## src/rtl/phy_rx_link_ctrl_if.sv

```systemverilog
// rtl/phy_rx_link_ctrl_if.sv - byte-side bus between the deserializer and the rx link controller
interface phy_rx_link_ctrl_if #(
    parameter int CNT_W = 16
);
    logic [7:0]       data_in;
    logic             resync;
    logic             active;
    logic [7:0]       data_out;
    logic             valid_out;
    logic [1:0]       state_out;
    logic [CNT_W-1:0] data_count;

    modport master (
        output data_in,
        output resync,
        input  active,
        input  data_out,
        input  valid_out,
        input  state_out,
        input  data_count
    );

    modport slave (
        input  data_in,
        input  resync,
        output active,
        output data_out,
        output valid_out,
        output state_out,
        output data_count
    );
endinterface

```

## src/rtl/phy_rx_link_ctrl.sv

```systemverilog
// rtl/phy_rx_link_ctrl.sv - rx link training FSM with data forwarding and COM/IDL filtering
module phy_rx_link_ctrl #(
    parameter logic [7:0] COM_SYM    = 8'hBC,
    parameter logic [7:0] IDL_SYM    = 8'h7C,
    parameter int         COM_NEEDED = 4,
    parameter int         IDL_NEEDED = 1,
    parameter int         CNT_W      = 16
) (
    input  logic               clk_4f,
    input  logic               reset_L,
    phy_rx_link_ctrl_if.slave  bus
);
    typedef enum logic [1:0] {
        SEARCH   = 2'd0,
        COM_LOCK = 2'd1,
        IDL_WAIT = 2'd2,
        ACTIVE   = 2'd3
    } state_t;

    localparam logic [3:0] COM_N = 4'(COM_NEEDED);
    localparam logic [3:0] IDL_N = 4'(IDL_NEEDED);

    state_t           state, state_n;
    logic [3:0]       com_run, com_run_n;
    logic [3:0]       idl_run, idl_run_n;
    logic [7:0]       data_q, data_n;
    logic             valid_q, valid_n;
    logic             active_q;
    logic [CNT_W-1:0] cnt_q, cnt_n;

    logic is_com, is_idl;
    assign is_com = (bus.data_in == COM_SYM);
    assign is_idl = (bus.data_in == IDL_SYM);

    // State and output registers; active is derived from the next state so it rises with the final IDL
    always_ff @(posedge clk_4f or negedge reset_L) begin
        if (!reset_L) begin
            state    <= SEARCH;
            com_run  <= 4'd0;
            idl_run  <= 4'd0;
            data_q   <= 8'h00;
            valid_q  <= 1'b0;
            active_q <= 1'b0;
            cnt_q    <= '0;
        end else begin
            state    <= state_n;
            com_run  <= com_run_n;
            idl_run  <= idl_run_n;
            data_q   <= data_n;
            valid_q  <= valid_n;
            active_q <= (state_n == ACTIVE);
            cnt_q    <= cnt_n;
        end
    end

    // Next-state, run counters and data path; resync takes priority over every training rule
    always_comb begin
        state_n   = state;
        com_run_n = com_run;
        idl_run_n = idl_run;
        data_n    = data_q;
        valid_n   = 1'b0;
        cnt_n     = cnt_q;

        case (state)
            SEARCH: begin
                if (is_com) begin
                    com_run_n = 4'd1;
                    idl_run_n = 4'd0;
                    state_n   = (COM_N == 4'd1) ? IDL_WAIT : COM_LOCK;
                end
            end
            COM_LOCK: begin
                if (is_com) begin
                    com_run_n = com_run + 4'd1;
                    if (com_run_n == COM_N) begin
                        state_n   = IDL_WAIT;
                        idl_run_n = 4'd0;
                    end
                end else begin
                    com_run_n = 4'd0;
                    state_n   = SEARCH;
                end
            end
            IDL_WAIT: begin
                if (is_idl) begin
                    idl_run_n = idl_run + 4'd1;
                    if (idl_run_n == IDL_N) begin
                        state_n   = ACTIVE;
                        com_run_n = 4'd0;
                        cnt_n     = '0;
                    end
                end else if (is_com) begin
                    idl_run_n = 4'd0;
                end else begin
                    state_n   = SEARCH;
                    com_run_n = 4'd0;
                    idl_run_n = 4'd0;
                end
            end
            ACTIVE: begin
                if (is_com) begin
                    com_run_n = com_run + 4'd1;
                    if (com_run_n == COM_N) begin
                        state_n   = IDL_WAIT;
                        com_run_n = 4'd0;
                        idl_run_n = 4'd0;
                    end
                end else if (is_idl) begin
                    com_run_n = 4'd0;
                end else begin
                    com_run_n = 4'd0;
                    data_n    = bus.data_in;
                    valid_n   = 1'b1;
                    cnt_n     = cnt_q + 1'b1;
                end
            end
            default: state_n = SEARCH;
        endcase

        if (bus.resync) begin
            state_n   = SEARCH;
            com_run_n = 4'd0;
            idl_run_n = 4'd0;
            valid_n   = 1'b0;
            data_n    = data_q;
            cnt_n     = cnt_q;
        end
    end

    assign bus.active     = active_q;
    assign bus.data_out   = data_q;
    assign bus.valid_out  = valid_q;
    assign bus.state_out  = state;
    assign bus.data_count = cnt_q;
endmodule

```

## src/flat_wrapper.sv

```systemverilog
// flat-port wrapper written by rule: the top's interface ports become plain ports
module phy_rx_link_ctrl_flat 
#(
    parameter logic [7:0] COM_SYM    = 8'hBC,
    parameter logic [7:0] IDL_SYM    = 8'h7C,
    parameter int         COM_NEEDED = 4,
    parameter int         IDL_NEEDED = 1,
    parameter int         CNT_W      = 16
)
  (clk_4f, reset_L, bus_data_in, bus_resync, bus_active, bus_data_out, bus_valid_out, bus_state_out, bus_data_count);
  phy_rx_link_ctrl_if #(.CNT_W(CNT_W)) bus_i ();
  input  logic clk_4f;
  input  logic reset_L;
  input wire logic [$bits(bus_i.data_in)-1:0] bus_data_in;
  input wire logic [$bits(bus_i.resync)-1:0] bus_resync;
  output wire logic [$bits(bus_i.active)-1:0] bus_active;
  output wire logic [$bits(bus_i.data_out)-1:0] bus_data_out;
  output wire logic [$bits(bus_i.valid_out)-1:0] bus_valid_out;
  output wire logic [$bits(bus_i.state_out)-1:0] bus_state_out;
  output wire logic [$bits(bus_i.data_count)-1:0] bus_data_count;
  assign bus_i.data_in = bus_data_in;
  assign bus_i.resync = bus_resync;
  assign bus_active = bus_i.active;
  assign bus_data_out = bus_i.data_out;
  assign bus_valid_out = bus_i.valid_out;
  assign bus_state_out = bus_i.state_out;
  assign bus_data_count = bus_i.data_count;
  phy_rx_link_ctrl #(.COM_SYM(COM_SYM), .IDL_SYM(IDL_SYM), .COM_NEEDED(COM_NEEDED), .IDL_NEEDED(IDL_NEEDED), .CNT_W(CNT_W)) u_core (.clk_4f(clk_4f), .reset_L(reset_L), .bus(bus_i));
endmodule
```

## config.mk

```make
export PLATFORM = sky130hd
export DESIGN_NAME = phy_rx_link_ctrl_flat
export DESIGN_NICKNAME = d
export VERILOG_FILES = /design/src/rtl/phy_rx_link_ctrl_if.sv /design/src/rtl/phy_rx_link_ctrl.sv /design/src/flat_wrapper.sv
export SDC_FILE = /design/constraint.sdc
export NUM_CORES = 1
export LEC_CHECK = 0
export ABC_AREA = 1
export BUFFER_PORTS_ARGS = -buffer_cell sky130_fd_sc_hd__buf_2
export CAP_MARGIN = 15
export CORE_MARGIN = 2
export CORE_UTILIZATION = 60
export DETAILED_ROUTE_END_ITERATION = 7
export PLACE_DENSITY = 0.81
export SLEW_MARGIN = 10
export SYNTH_ARGS = -nofsm -noshare
export SYNTH_HDL_FRONTEND = slang
export SYNTH_SLANG_ARGS = --single-unit
```

## constraint.sdc

```tcl
create_clock -name clk_4f -period 4.2 [get_ports clk_4f]
set_input_delay 0.42 -clock clk_4f [delete_from_list [all_inputs] [get_ports clk_4f]]
set_output_delay 0.42 -clock clk_4f [all_outputs]
set_load 0.05 [all_outputs]
```

==> results.toml <==
[sta]
slew_viol_final = 0
fin_crit_sh_pct = 39.2
relSlewSlack_pct = 47.9
setup_tns_ps = 0
rsz0062_at_grt = "no"
worstMarginPinSlew_ps = 781
setup_viol = 0
skew_ps = 4.21
fin_crit_ps = 1650
fmax_ghz = 0.607
holdWs_ps = 203
hold_viol = 0

[die]
io-pin-count = 39
initial_core_util_pct = 62.3
die_w_um = 65.6
die_y_um = 65.6
core_area_um2 = 3660
fp-row-count = 22
die_area_um2 = 4310

[outcome]
status = "finished, final reports clean"

[critical_path]
worstPathMaxFanout = 30
r2r_cells = 9
crit_path_end_kind = "flop"
crit_type = "flop to flop"
worst_ep_required_time_ps = 4370
start_kind = "flop"
arrival_ps = 1820

[clocking]
cts.sinks = 36
cts_tree = "built"
cts.hold.buffers_added = 0
cts_buffers = 5
cts_resized = 0
cts_post_setup_buffers_inserted = 0
insertion_delay_ps = 290
clkTransAtPathRegs_ps = 70
cts_root_buf = "clkbuf_8"
cts_buffer_depth = 2
cts-htree-levels = 2

[power]
clkPwrFrac_pct = 31.5
p_int_uw = 541
power_switching_uw = 265
p_leak_uw = 0.00133
pwr-share-seq_pct = 49.0
comb_power_share_pct = 19.5
ir_drop_v = 0.000238
swShare_pct = 32.9
power-per-cell-area_nw_per_um2 = 314

[synth]
yosysSeqAreaShare_pct = 39.5
synth.distinct_cells = 24
synth_cells = 308
yosys_warnings = 0
ys_ff_latch = 36
synthTopCellsByArea = "dfrtp_1 40%, nand2_1 18%, o21ai_2 6.1%, nand3_1 5.9%, nor2_1 4.3%"
avgSynthCellArea_um2 = 7.40
synth_top_area_share_pct = 39.5
synth_largest_area_cell = "dfrtp_1"
netlist_area_um2 = 2280
syn_nets = 324

[placement]
port_buffers = 38
place.gp.congestion = 0.868
hpwl_um = 3330

[grt]
grt_overflow = 0
grt_antenna_before_repair = 0
grt_max_degree = 37
grt_pass1_vias = 1906
grt_pass1_wl_um = 8050
grt_usage_pct = 24.2

[drt]
dr.pass1.iters = 4
wl_met1_um = 2070
finalWirelength_um = 4460
highest_layer = "met4"
met3RoutedLength_um = 206
drc = 0
via_per_inst = 5.14
met2_length_um = 2120
via_count = 2040
drtAntennaViolNets = 0
wl_per_cell_um = 11.2
drtIter0Drc = 109

[cells_and_area]
layout-drive-gt1-share_pct = 29.5
final_cell_mix = "109 x nand2_1, 38 x buf_2, 36 x dfrtp_1, 27 x nand3_1, 26 x nor2_1"
antennaDiodeCount = 0
final_common_cell = "nand2_1"
nFillCells = 320
nets = 364
syn_to_final_growth_pct = 12.7

[hold_path]
hp-class = "input port to async pin"

[run]
maxCapViolCount = 0
-- area by class of cell --
type | count | area, um2 | share of cell area [%]
inverters | 32 | 123 | 4.77
clock buffers | 8 | 90.1 | 3.51
multi-input cells | 235 | 1210 | 46.9
well taps | 48 | 60.1 | 2.34
flip-flops and latches | 36 | 901 | 35.1
repair buffers | 38 | 190 | 7.40
-- sequential cells by signal, summed over array words and instances (netlist names) --
name and count:
u_core.bus.state_out 2, u_core.com_run 4, u_core.bus.data_out 8, u_core.idl_run 4, u_core.bus.data_count 16, u_core.bus.active 1
u_core.bus.valid_out 1
-- layer usage --
layer / GRT usage, % / up-vias
met3: 5.65 / 6
met2: 40.9 / 42
met4: 8.59 / 0
met1: 30.1 / 940
met5: 0 / -
li1: - / 1052
-- per-stage QoR --
stage          instances  instance area (um2)  total power [uW]  worst slack [ps]  utilization, %
2_1_floorplan        308                 2280               514              2550               -
3_3_place_gp         389                 2480               556              2590            67.7
3_5_place_dp         389                 2480               561              2560            67.7
4_1_cts              397                 2570               817              2550            70.2
5_1_grt              397                 2570               846              2390            70.2
6_report             397                 2570               807              2550            70.2
-- Yosys cell counts (all sizes together) --
master    n
o21bai    2
o211ai    1
nand2   125
a21oi     1
nand3b    1
nand3    29
nor3      1
inv      32
or2       6
dfrtp    36
nor2     36
buf       5
o21ai    19
nand4     9
ha        5
-- critical path, cell delays in order (launching register included) --
cell	delay, ps
dfrtp_1	420
ha_1	220
nand2_1	80
nand2_2	80
nor2_4	90
nand3_2	80
nand2_2	90
nand2_4	240
nand2_1	150
o21ai_2	60
-- worst paths after layout --
kind	startpoint	to	slack, ps
worst min register to register	u_core.bus.data_out[2]$_DFFE_PN0P_	u_core.bus.data_out[2]$_DFFE_PN0P_	480
max in group asynchronous	reset_L	u_core.bus.data_count[2]$_DFFE_PN0P_	3500
worst max-delay path	u_core.idl_run[0]$_DFFE_PN0P_	u_core.bus.data_count[2]$_DFFE_PN0P_	2550
worst min-delay path	reset_L	u_core.bus.data_count[12]$_DFFE_PN0P_	200
min in group clk_4f	bus_data_in[2]	u_core.bus.data_out[2]$_DFFE_PN0P_	350
worst max register to register	u_core.idl_run[0]$_DFFE_PN0P_	u_core.bus.data_count[2]$_DFFE_PN0P_	2550
-- power by group through the flow --
stage / Combinational (uW) / Sequential (uW) / Clock (uW)
floorplan: 54.9 / 459 / 0
global placement: 155 / 401 / 0
detailed placement: 158 / 402 / 0
CTS: 159 / 396 / 262
global route: 171 / 400 / 275
finish: 157 / 396 / 254
-- cells by family (layout without fill, tap and decap cells) --
logic type,count (synthesis),in the layout,share of synthesized area [%]
AND/OR/NAND/NOR,207,207,42.2
flip-flops,36,36,39.5
buffers and inverters,37,78,7.57
adder cells (fa/ha/maj),5,5,2.74
AO/OA/AOI/OAI,23,23,8.01
(Power assumes the default switching activity.)
